==> src/rtl/unsigned_multiply_add.sv <==
// unsigned_multiply_add
//   Iterative shift-and-add multiply-accumulate:
//   o_product = i_multiplicand * i_multiplier + i_addend (all unsigned).
//   One multiplier bit is consumed per clock, so the latency is a fixed
//   WIDTH cycles from start to result. It is the inverse of the unsigned
//   divider: quotient * divisor + remainder rebuilds the dividend.
//
// Ports
//   i_clk           clock, rising edge
//   i_reset_n       asynchronous active-low reset
//   i_start         start pulse, honoured only while o_ready is high
//   i_multiplicand  WIDTH-bit operand, sampled with i_start
//   i_multiplier    WIDTH-bit operand, sampled with i_start
//   i_addend        WIDTH-bit operand, sampled with i_start
//   o_ready         idle, a new operation may start
//   o_valid         one-cycle result strobe
//   o_product       2*WIDTH-bit result, zero while o_valid is low
//   o_overflow      upper half of the result is non-zero, zero while o_valid is low
module unsigned_multiply_add #(
  parameter int WIDTH = 16
) (
  input  logic               i_clk,
  input  logic               i_reset_n,
  input  logic               i_start,
  input  logic [WIDTH-1:0]   i_multiplicand,
  input  logic [WIDTH-1:0]   i_multiplier,
  input  logic [WIDTH-1:0]   i_addend,
  output logic               o_ready,
  output logic               o_valid,
  output logic [2*WIDTH-1:0] o_product,
  output logic               o_overflow
);

  // One extra bit so the counter can represent WIDTH itself without wrapping.
  localparam int SW = $clog2(WIDTH) + 1;
  localparam logic [SW-1:0] LAST_STEP = SW'(WIDTH - 1);

  typedef enum logic [1:0] {
    IDLE = 2'd0,
    BUSY = 2'd1,
    DONE = 2'd2
  } state_t;

  state_t             state;
  state_t             state_nxt;

  logic [2*WIDTH-1:0] acc;     // running sum, seeded with the addend
  logic [2*WIDTH-1:0] mcand;   // multiplicand, shifted left each step
  logic [WIDTH-1:0]   mplier;  // multiplier, shifted right each step
  logic [SW-1:0]      step;

  logic               load;
  logic               last_step;

  assign load      = (state == IDLE) && i_start;
  assign last_step = (step == LAST_STEP);

  // ---------------------------------------------------------------------
  // State register
  // ---------------------------------------------------------------------
  always_ff @(posedge i_clk or negedge i_reset_n) begin
    if (!i_reset_n) state <= IDLE;
    else            state <= state_nxt;
  end

  // ---------------------------------------------------------------------
  // Next-state logic. BUSY always runs the full WIDTH steps; there is no
  // early exit on a zero multiplier so the latency never depends on data.
  // ---------------------------------------------------------------------
  always_comb begin
    state_nxt = state;
    case (state)
      IDLE:    if (i_start)   state_nxt = BUSY;
      BUSY:    if (last_step) state_nxt = DONE;
      DONE:                   state_nxt = IDLE;
      default:                state_nxt = IDLE;
    endcase
  end

  // ---------------------------------------------------------------------
  // Outputs, decoded from registered state only. The product bus is
  // forced to zero outside DONE so downstream never sees partial sums.
  // ---------------------------------------------------------------------
  always_comb begin
    o_ready    = 1'b0;
    o_valid    = 1'b0;
    o_product  = '0;
    o_overflow = 1'b0;
    case (state)
      IDLE: o_ready = 1'b1;
      DONE: begin
        o_valid    = 1'b1;
        o_product  = acc;
        o_overflow = |acc[2*WIDTH-1:WIDTH];
      end
      default: ;
    endcase
  end

  // ---------------------------------------------------------------------
  // Datapath. Max result is (2^W-1)^2 + (2^W-1) = 2^2W - 2^W, so the
  // 2W-bit accumulator cannot wrap and no carry-out is kept.
  // ---------------------------------------------------------------------
  always_ff @(posedge i_clk or negedge i_reset_n) begin
    if (!i_reset_n) begin
      acc    <= '0;
      mcand  <= '0;
      mplier <= '0;
      step   <= '0;
    end else if (load) begin
      acc    <= {{WIDTH{1'b0}}, i_addend};
      mcand  <= {{WIDTH{1'b0}}, i_multiplicand};
      mplier <= i_multiplier;
      step   <= '0;
    end else if (state == BUSY) begin
      if (mplier[0]) acc <= acc + mcand;
      mcand  <= mcand << 1;
      mplier <= mplier >> 1;
      step   <= step + SW'(1);
    end
  end

endmodule

==> config.mk <==
export PLATFORM = sky130hd
export DESIGN_NAME = unsigned_multiply_add
export DESIGN_NICKNAME = d
export VERILOG_FILES = /design/src/rtl/unsigned_multiply_add.sv
export SDC_FILE = /design/constraint.sdc
export NUM_CORES = 1
export LEC_CHECK = 0
export BUFFER_PORTS_ARGS = -buffer_cell sky130_fd_sc_hd__buf_2
export CORE_MARGIN = 2
export CORE_UTILIZATION = 56
export DETAILED_ROUTE_END_ITERATION = 10
export GPL_TIMING_DRIVEN = 0
export PLACE_DENSITY = 0.82
export RECOVER_POWER = 25
export SYNTH_ARGS = -nofsm -noshare
export SYNTH_HDL_FRONTEND = slang
export SYNTH_SLANG_ARGS = --single-unit
==> constraint.sdc <==
create_clock -name i_clk -period 6.5 [get_ports i_clk]
set_input_delay 0.325 -clock i_clk [delete_from_list [all_inputs] [get_ports i_clk]]
set_output_delay 0.325 -clock i_clk [all_outputs]
set_load 0.01 [all_outputs]
==> impl_metrics.csv, run 1 <==
group,metric,value,unit
outcome,status,"complete, no violations",
routing,vias,4862,
hold_path,hold_class,"in -> reg",
critical_path,r2r_start,"mcand[0]",
sta,fmax,320.6,MHz
routing,vias_per_cell,5.781,
yosys,avgSynthCellArea,8.719,um^2
cells_and_area,multiInputGateArea,0.002978,mm^2
clock_network,cts_resized,0,
grt,track_usage,0.2728,
clock_network,cts_root_buf,"clkbuf_8",
critical_path,worstRegToRegCells,11,
floorplanning,num_io_pins,86,
yosys,synthesis.nets,694,
clock_network,post_cts_buffers,0,
floorplanning,die_h,101.4,um
cells_and_area,syn_to_final_growth,15.58,%
hold_path,hold_start,"i_multiplicand[0]",
critical_path,crit_fanout,4,
clock_network,htree_levels,3,
placed_design,io_buffer_count,85,
placed_design,gp_congestion,0.9359,
clock_network,cts_sinks,87,
routing,drtPass1Iterations,5,
sta,setup_viol,0,
sta,slew_violations,0,
placed_design,placed_cell_area,0.005927,mm^2
cells_and_area,fin_area,0.006137,mm^2
grt,grt_start_max_net_pins,73,
routing,drtIter0Drc,288,
floorplanning,initial_utilization,0.5747,
yosys,synth-async-reset-ratio,1.000,
sta,worst_pin_slew,978.6,ps
floorplanning,rows,35,
hold_path,min_to,"mcand[0]",
yosys,ys_seq_elements,87,
critical_path,r2r_end,"acc[24]",
routing,totalWireLength,13.27,mm
pwr,total_power,3.197,mW
clock_network,numCtsBuffers,9,
routing,avgRoutedWirePerCell,15.77,um
sta,hold_ws,151.7,ps
sta,maxSlewHeadroom,0.3476,
routing,ant_nets,0,
critical_path,worstPathRequired,6750,ps
cells_and_area,antenna_cells,0,
pwr,cellPowerDensity,520.9,mW/mm^2
yosys,synth_ff_type,"dfrtp_1",
yosys,seq_area_frac_synth,0.4100,
grt,grt_pass1_vias,4631,
cells_and_area,nFillCells,763,
sta,tns,0,ps
yosys,synthesis.area,0.005310,mm^2
cells_and_area,seqCellArea,0.002177,mm^2
yosys,synth_edf_count,0,
clock_network,hold_buffers,1,
clock_network,cts_tree,"done",
clock_network,clk_pin_slew,90,ps
grt,grt_pass1_wl,22.12,mm
critical_path,regToRegSetupSlack,3380,ps
hold_path,worstHoldPathCells,3,
sta,rsz0062_at_grt,"false",
sta,finalHoldViolations,0,
clock_network,clock_path_buffers,2,
critical_path,worstSetupStartpointType,"flop",
routing,drc,0,
grt,antenna_found_initial,0,
pwr,ir_worst_vdd,0.0002305,V
critical_path,worstPathArrival,3370,ps
cells_and_area,layoutNonFillerInstCount,841,
run,cap_violations,0,
yosys,syn-instance-count,609,
grt,grt-ovfl-total,0,
placed_design,place_inst,824,
cells_and_area,drive_above_1_share,0.1573,
critical_path,path_class,"reg -> reg",
floorplanning,dieArea,0.01028,mm^2
clock_network,clkLatencyLatePin,360,ps
sta,fin_crit_sh,0.4799,
yosys,yosysWarnings,0,
yosys,synthDistinctLibCells,57,
critical_path,cp-end-kind,"flop",
pwr,p_leak,3.040,nW
floorplanning,coreArea,0.009240,mm^2
sta,fin_crit,3119,ps
sta,worst_clock_skew,16.84,ps
cells_and_area,final_nets,792,
floorplanning,die_w,101.4,um
placed_design,place.detailed.hpwl,9.842,mm
[cells in the mapped netlist, drive strengths merged, types with 13 or more instances]
cell	n	area [um^2]
a21o	15	115.1
a21oi	28	143.9
a22oi	43	322.8
and2	35	219.0
clkbuf	32	120.1
dfrtp	87	2177
ha	33	412.9
nand2	143	536.8
nand3	13	65.06
nor2	16	60.06
o21ai	59	295.3
xnor2	15	131.4
[worst max-delay path by stage]
stage	start	end	slack [ps]
after floorplan	acc[1]	acc[31]	3900
after global placement	mcand[0]	acc[30]	3550
after detailed placement	mcand[0]	acc[30]	3480
after CTS	mcand[0]	acc[30]	3440
after global routing	mcand[0]	acc[30]	3240
final	mcand[0]	acc[24]	3380
[state kept, by name (all words and copies together) (netlist names)]
signal  count
acc        32
step        5
mcand      32
mplier     16
state       2
[worst max-delay path, cell delays in order (launching register included)]
cell and delay [ps]:
dfrtp_1 420, ha_1 250, fa_1 450, a211o_1 340
nand2_1 120, a211oi_1 90, o21ai_1 310, a31oi_2 230
a31oi_1 340, nand2b_1 120, xor2_1 160, a22o_1 180
[area by class of cell]
type	count	area share
buffer	34	0.02100
clock buffer	9	0.02018
clock inverter	7	0.01305
inverter	7	0.004281
multi-input combinational	481	0.4852
sequential	87	0.3547
tap	129	0.02630
timing repair buffer	87	0.07523
[kinds of logic (layout without fill, tap and decap cells)]
family,count (synthesis),after routing,synth area share
AOI/OAI and AO/OA,186,186,0.2340
adders and majority gates,34,34,0.08153
muxes,1,1,0.001885
DFF,87,87,0.4100
and+or+nand+nor,236,236,0.2038
xor gates and xnor gates,24,24,0.03959
buffers and inverters,41,144,0.02922
[where the power goes]
part	leakage, nW	internal [mW]	switching (mW)	total [mW]
sequential	1.10	0.788	0.212	1.00
combinational	1.84	0.714	1.09	1.80
clock	0.0964	0.182	0.214	0.396
[per-stage QoR]
stage / util / setup WS [ps]
2_1_floorplan: - / 3896
3_3_place_gp: 0.6382 / 3554
3_5_place_dp: 0.6414 / 3479
4_1_cts: 0.6646 / 3436
5_1_grt: 0.6642 / 3242
6_report: 0.6642 / 3381
[layer usage]
layer | up-vias | wire length (um) | GRT usage | share of wire
met2 | 157 | 6441 | 0.4493 | 0.49
met3 | 17 | 652 | 0.03727 | 0.049
met4 | 0 | 189 | 0.09979 | 0.014
met1 | 2320 | 5983 | 0.3705 | 0.45
met5 | - | 0 | 0 | 0
li1 | 2368 | - | - | -
[layout by cell type, fill, tap and decap left out, drive strengths merged, types with 2 or more instances in the layout]
cell type and count:
nand2 143, dfrtp 87, buf 87, o21ai 59
a22oi 43, clkbuf 42, and2 35, ha 33
a21oi 28, nor2 16, xnor2 15, a21o 15
nand3 13, xor2 9, inv 9, a31oi 7
nor4 5, o21a 5, o21bai 5, nor2b 4
a211oi 4, nand2b 3, nand4 3, a211o 3
or3 3, a22o 3, o31ai 3, nor3b 2
nand3b 2, clkinv 2, clkinvlp 2
No activity file was read; power rests on OpenSTA's default activity.
==> inputs of run 2 (changes only) <==
--- a/config.mk
+++ b/config.mk
@@ -5,12 +5,13 @@
 export SDC_FILE = /design/constraint.sdc
 export NUM_CORES = 1
 export LEC_CHECK = 0
+export ABC_AREA = 1
 export BUFFER_PORTS_ARGS = -buffer_cell sky130_fd_sc_hd__buf_2
 export CORE_MARGIN = 2
-export CORE_UTILIZATION = 56
+export CORE_UTILIZATION = 53
 export DETAILED_ROUTE_END_ITERATION = 10
 export GPL_TIMING_DRIVEN = 0
-export PLACE_DENSITY = 0.82
+export PLACE_DENSITY = 0.8
 export RECOVER_POWER = 25
 export SYNTH_ARGS = -nofsm -noshare
 export SYNTH_HDL_FRONTEND = slang
==> constraint.sdc (replaced) <==
create_clock -name i_clk -period 2.6 [get_ports i_clk]
set_input_delay 0.13 -clock i_clk [delete_from_list [all_inputs] [get_ports i_clk]]
set_output_delay 0.13 -clock i_clk [all_outputs]
set_load 0.01 [all_outputs]
==> run 2 against run 1 <==
Net effect: the flow now finishes with violations (negative hold slack); total power rose to 2.9 times the previous value; via count grew 28%; first-iteration DRC count grew 51%; worst hold slack worse by 160 ps; flip-flop and latch count is the same; core utilization shrank 3.2 points; sequential share of layout area fell by 5.3 points; fmax grew 35%; synthesized area increased by 17%; worst setup slack worse by 3100 ps; design area grew 18%.
==> impl_metrics.csv, run 2 <==
group,metric,value,unit
cells_and_area,final_cell_mix,"329 x nand2_1, 184 x inv_1, 93 x buf_2",
critical_path,worstPathRequired,2820,ps
yosys,syn-instance-count,936,
critical_path,path_depth,10,
clock_network,htree_levels,3,
yosys,synth_edf_count,0,
floorplanning,dieArea,0.01260,mm^2
placed_design,place_inst,1165,
yosys,synthesis.nets,1021,
pwr,p_leak,4.154,nW
pwr,total_power,9.120,mW
clock_network,cts_tree,"done",
clock_network,clk_pin_slew,70,ps
routing,drtIter0Drc,436,
sta,fin_crit_sh,0.8908,
routing,vias_per_cell,5.221,
critical_path,path_delay_family,"simple AND/OR/NAND/NOR gates",
cells_and_area,layout_commonest_cell,"nand2_1",
critical_path,cp-end-kind,"flop",
sta,finalHoldViolations,1,
cells_and_area,drive_above_1_share,0.1349,
yosys,synth-async-reset-ratio,1.000,
yosys,synthTopCellsByArea,"dfrtp_1 35%, nand2_1 20%, inv_1 11%",
critical_path,cp_common_cell,"nand3_1",
sta,worst_pin_slew,1441,ps
sta,fin_crit,2316,ps
sta,worst_clock_skew,10.39,ps
sta,maxSlewHeadroom,0.03951,
yosys,synth_ff_type,"dfrtp_1",
pwr,ir_worst_vdd,0.0006532,V
cells_and_area,antenna_cells,0,
floorplanning,initial_utilization,0.5437,
cells_and_area,syn_to_final_growth,16.22,%
clock_network,numCtsBuffers,9,
floorplanning,die_h,112.2,um
cells_and_area,final_util,0.6319,
sta,tns,0,ps
sta,setup_ws,284.0,ps
cells_and_area,layoutNonFillerInstCount,1188,
yosys,synthDistinctLibCells,36,
yosys,netlist.area_leader.share,0.3507,
clock_network,clkLatencyLatePin,350,ps
sta,rsz0062_at_grt,"false",
run,cap_violations,0,
sta,slew_violations,0,
grt,grt_pass1_vias,5821,
routing,drc,0,
critical_path,worstRegToRegCells,10,
placed_design,gp_congestion,0.9653,
routing,drtPass1Iterations,5,
placed_design,pre_cts_ws,344.8,ps
routing,avgRoutedWirePerCell,14.02,um
placed_design,io_buffer_count,85,
cells_and_area,fin_area,0.007216,mm^2
critical_path,cp_slowest_stage_delay,490,ps
critical_path,path_class,"reg -> reg",
critical_path,worstSetupStartpointType,"flop",
clock_network,clock_path_buffers,2,
floorplanning,coreArea,0.01142,mm^2
grt,grt_pass1_wl,27.21,mm
routing,vias,6203,
outcome,violations,"negative hold slack",
floorplanning,die_w,112.2,um
critical_path,critical_path.cell_chain,"ha_1, fa_1, nand3_1, nand3_1, nand3_1, nand3_2, nand2_1, nand3_1, nand3_1, nand2_1",
cells_and_area,reg_top3,"acc: 32 flops, mcand: 32 flops, mplier: 16 flops",
critical_path,worstPathArrival,2540,ps
yosys,yosysWarnings,0,
critical_path,crit_path_top_delay_cell,"fa_1",
placed_design,place.detailed.hpwl,13.06,mm
critical_path,crit_buf_inv,0,
grt,grt-ovfl-total,0,
floorplanning,rows,39,
critical_path,r2r_end,"acc[28]",
yosys,seq_area_frac_synth,0.3507,
sta,hold_ws,-4.048,ps
critical_path,r2r_start,"acc[0]",
yosys,synth_top_area_cell,"dfrtp_1",
clock_network,cts_root_buf,"clkbuf_16",
grt,antenna_found_initial,0,
grt,grt_start_max_net_pins,67,
grt,track_usage,0.2712,
sta,fmax,431.8,MHz
yosys,synthTopCellsByCount,"329 x nand2_1, 184 x inv_1, 87 x dfrtp_1, 81 x nor2_1, 54 x nand3_1",
yosys,avgSynthCellArea,6.633,um^2
critical_path,critical_path.startpoint,"acc[0]",
cells_and_area,final_nets,1125,
critical_path,regToRegSetupSlack,280,ps
clock_network,cts_resized,0,
critical_path,crit_end,"acc[28]",
hold_path,hold_class,"in -> reg",
yosys,ys_seq_elements,87,
pwr,cellPowerDensity,1264,mW/mm^2
clock_network,cts_sinks,87,
routing,totalWireLength,16.65,mm
yosys,post-synth-top-count-cell,"nand2_1",
sta,setup_viol,0,
placed_design,placed_cell_area,0.006843,mm^2
floorplanning,num_io_pins,86,
critical_path,crit_fanout,4,
yosys,synthesis.area,0.006208,mm^2
outcome,status,"complete, but fails checks",
routing,ant_nets,0,
## run 2: layout make-up
| cell class | instances | area, um^2 |
|---|---|---|
| plain buffers | 22 | 120.1 |
| clock buffers | 11 | 242.7 |
| clock inverters | 5 | 63.81 |
| fillers | 1072 | 4203 |
| inverters | 189 | 711.9 |
| multi-input cells | 638 | 3199 |
| flip-flops and latches | 87 | 2177 |
| well taps | 143 | 178.9 |
| repair buffers | 93 | 521.8 |
## run 2: layer usage
layer  track usage  up-vias  share of wire
li1              -     3122              -
met2        0.4369      231           0.45
met4        0.1130        0          0.032
met1        0.3720     2804           0.44
met3       0.03510       46          0.073
met5             0        -              0
## run 2: power by group
part	total [mW]	leakage (nW)	internal (mW)	switching, mW
Combinational	5.33	2.91	1.91	3.42
Clock	1.34	0.147	0.780	0.561
Sequential	2.45	1.10	1.97	0.475
Total	9.12	4.15	4.66	4.46
## run 2: how the worst min path moves through the flow
stage,from,end,depth (start not counted),slack (ps)
2_1_floorplan,i_reset_n,acc[0],0,-170
3_3_place_gp,i_addend[4],acc[4],3,340
3_5_place_dp,i_reset_n,mcand[2],1,60
4_1_cts,i_multiplicand[0],mcand[0],3,0.9
5_1_grt,i_multiplicand[8],mcand[8],3,10
6_report,i_addend[6],acc[6],3,-4
## run 2: worst reg2reg max path: stages, from the launching register on
cell and delay [ps]:
dfrtp_1 390, ha_1 250, fa_1 490, nand3_1 130, nand3_1 200, nand3_1 150, nand3_2 150, nand2_1 140
nand3_1 80, nand3_1 150, nand2_1 80
## run 2: logic make-up (layout without fill, tap and decap cells)
family / after synthesis / in the layout / synth area share
AO/OA/AOI/OAI: 99 / 99 / 0.1046
flip-flops: 87 / 87 / 0.3507
adder cells (fa/ha/maj): 34 / 34 / 0.06973
AND/OR/NAND/NOR: 496 / 496 / 0.3283
XOR/XNOR: 9 / 9 / 0.01270
buffers and inverters: 211 / 320 / 0.1340
## run 2: repair_timing
item | CTS | global route
buffers inserted | 0 | 0
endpoints found under the hold margin | 27 | 0
hold buffers | 7 | 0
==> inputs of run 3 (changes only) <==
--- a/config.mk
+++ b/config.mk
@@ -10,9 +10,10 @@
 export CORE_MARGIN = 2
 export CORE_UTILIZATION = 53
 export DETAILED_ROUTE_END_ITERATION = 10
+export GPL_ROUTABILITY_DRIVEN = 0
 export GPL_TIMING_DRIVEN = 0
 export PLACE_DENSITY = 0.8
-export RECOVER_POWER = 25
+export RECOVER_POWER = 50
 export SYNTH_ARGS = -nofsm -noshare
 export SYNTH_HDL_FRONTEND = slang
 export SYNTH_SLANG_ARGS = --single-unit
==> run 3 against run 2 <==
Net effect: the flow now finishes without violations; clock skew increased by 1.4 ps; highest routed layer unchanged; critical path depth unchanged; flip-flop and latch count unchanged; worst setup slack got worse by 35 ps.
==> impl_metrics.csv, run 3 (synthesis gave the netlist of run 2 again) <==
group,metric,value,unit
outcome,status,"complete, no violations",
clock_network,clkLatencyLatePin,350,ps
routing,totalWireLength,16.64,mm
clock_network,cts_resized,0,
run,cap_violations,0,
placed_design,place.detailed.hpwl,13.03,mm
cells_and_area,drive_above_1_share,0.1262,
clock_network,cts_root_buf,"clkbuf_16",
cells_and_area,multiInputGateArea,0.003178,mm^2
clock_network,htree_levels,3,
sta,slew_violations,0,
routing,drtIter0Drc,402,
grt,grt_pass1_vias,5979,
critical_path,cp_common_cell,"nand3_1",
sta,worst_pin_slew,1286,ps
cells_and_area,final_nets,1134,
floorplanning,dieArea,0.01260,mm^2
critical_path,critical_path.cell_chain,"ha_1, fa_1, nand3_1, nand3_1, nand3_1, nand3_2, nand2_1, nand3_1, nand3_1, nand2_1",
floorplanning,die_h,112.2,um
hold_path,hold_class,"in -> reg",
sta,worst_clock_skew,11.76,ps
critical_path,cp-end-kind,"flop",
cells_and_area,final_cell_mix,"330 x nand2_1, 185 x inv_1, 90 x buf_2",
pwr,ir_worst_vdd,0.0005631,V
critical_path,worstSetupStartpointType,"flop",
clock_network,post_cts_buffers,0,
grt,grt_start_max_net_pins,70,
routing,drtPass1Iterations,5,
clock_network,numCtsBuffers,9,
sta,setup_viol,0,
placed_design,placed_cell_area,0.006843,mm^2
critical_path,worstPathArrival,2570,ps
critical_path,path_class,"reg -> reg",
cells_and_area,nFillCells,1085,
cells_and_area,antenna_cells,0,
critical_path,crit_path_top_delay_cell,"fa_1",
sta,fin_crit,2351,ps
floorplanning,die_w,112.2,um
floorplanning,num_io_pins,86,
sta,tns,0,ps
clock_network,clk_pin_slew,70,ps
cells_and_area,fin_area,0.007300,mm^2
sta,fmax,425.4,MHz
pwr,cellPowerDensity,1260,mW/mm^2
clock_network,cts_tree,"done",
cells_and_area,reg_top3,"acc: 32 flops, mcand: 32 flops, mplier: 16 flops",
floorplanning,coreArea,0.01142,mm^2
pwr,p_leak,4.176,nW
routing,vias,6171,
critical_path,crit_fanout,4,
floorplanning,initial_utilization,0.5437,
floorplanning,rows,39,
clock_network,clock_path_buffers,2,
cells_and_area,seqCellArea,0.002177,mm^2
pwr,total_power,9.199,mW
cells_and_area,layout_commonest_cell,"nand2_1",
grt,antenna_found_initial,0,
sta,fin_crit_sh,0.9041,
routing,vias_per_cell,5.155,
critical_path,worstPathRequired,2820,ps
cells_and_area,final_util,0.6393,
sta,maxSlewHeadroom,0.1428,
critical_path,cp_slowest_stage_delay,500,ps
clock_network,hold_buffers,16,
grt,track_usage,0.2793,
sta,rsz0062_at_grt,"false",
routing,avgRoutedWirePerCell,13.90,um
routing,ant_nets,0,
placed_design,io_buffer_count,85,
grt,grt-ovfl-total,0,
sta,finalHoldViolations,0,
clock_network,cts_sinks,87,
routing,drc,0,
cells_and_area,syn_to_final_growth,17.57,%
grt,grt_pass1_wl,28.12,mm
## run 3: cell types whose count changed in the layout (fill, tap and decap cells not counted), moves of 2 or more
cell / delta
nor2_1: +2
clkbuf_1: +5
buf_2: -3
dlygate4sd3_1: +9
## run 3: area by class of cell
cell class | count | share of cell area
Tap cell | 143 | 0.02451
Clock buffer | 11 | 0.03325
Sequential cell | 87 | 0.2983
Multi-Input combinational cell | 638 | 0.4354
Timing Repair Buffer | 102 | 0.08365
Buffer | 22 | 0.01560
Clock inverter | 5 | 0.01200
Inverter | 189 | 0.09736
## run 3: path summary, 6_finish.rpt
kind | start | endpoint | slack (ps) | cells past startpoint
worst max-delay path | acc[0] | acc[28] | 250 | 10
max in group asynchronous | i_reset_n | mcand[27] | 1090 | 3
worst min register to register | mplier[14] | mplier[14] | 480 | 2
worst max register to register | acc[0] | acc[28] | 250 | 10
worst min-delay path | i_multiplier[14] | mplier[14] | 5 | 3
min in group asynchronous | i_reset_n | acc[1] | 580 | 2
## run 3: critical path, delay by kind of cell (launching register included)
family / cells / cell delay [ps]
adders and majority gates: 2 / 760
and+or+nand+nor: 8 / 1060
DFF: 1 / 390
## run 3: where the power goes
group	internal, mW	total, mW	switching (mW)
registers	1.97	2.47	0.491
clock network	0.879	1.45	0.570
logic	1.90	5.28	3.39
## run 3: routing by layer
| layer | up-vias | part of all wire | track usage |
|---|---|---|---|
| li1 | 3144 | - | - |
| met1 | 2825 | 0.46 | 0.3816 |
| met2 | 174 | 0.46 | 0.4530 |
| met3 | 28 | 0.056 | 0.04536 |
| met4 | 0 | 0.026 | 0.1000 |
| met5 | - | 0 | 0 |
## run 3: through the flow
step                std cells  hold WS (ps)  setup WS (ps)
finish                   1197         4.659          249.4
global route             1197         19.57          80.08
CTS                      1197        0.5190          291.7
detailed placement       1165         44.18          320.0
global placement         1164         341.6          356.7
floorplan                 936        -165.6          775.2
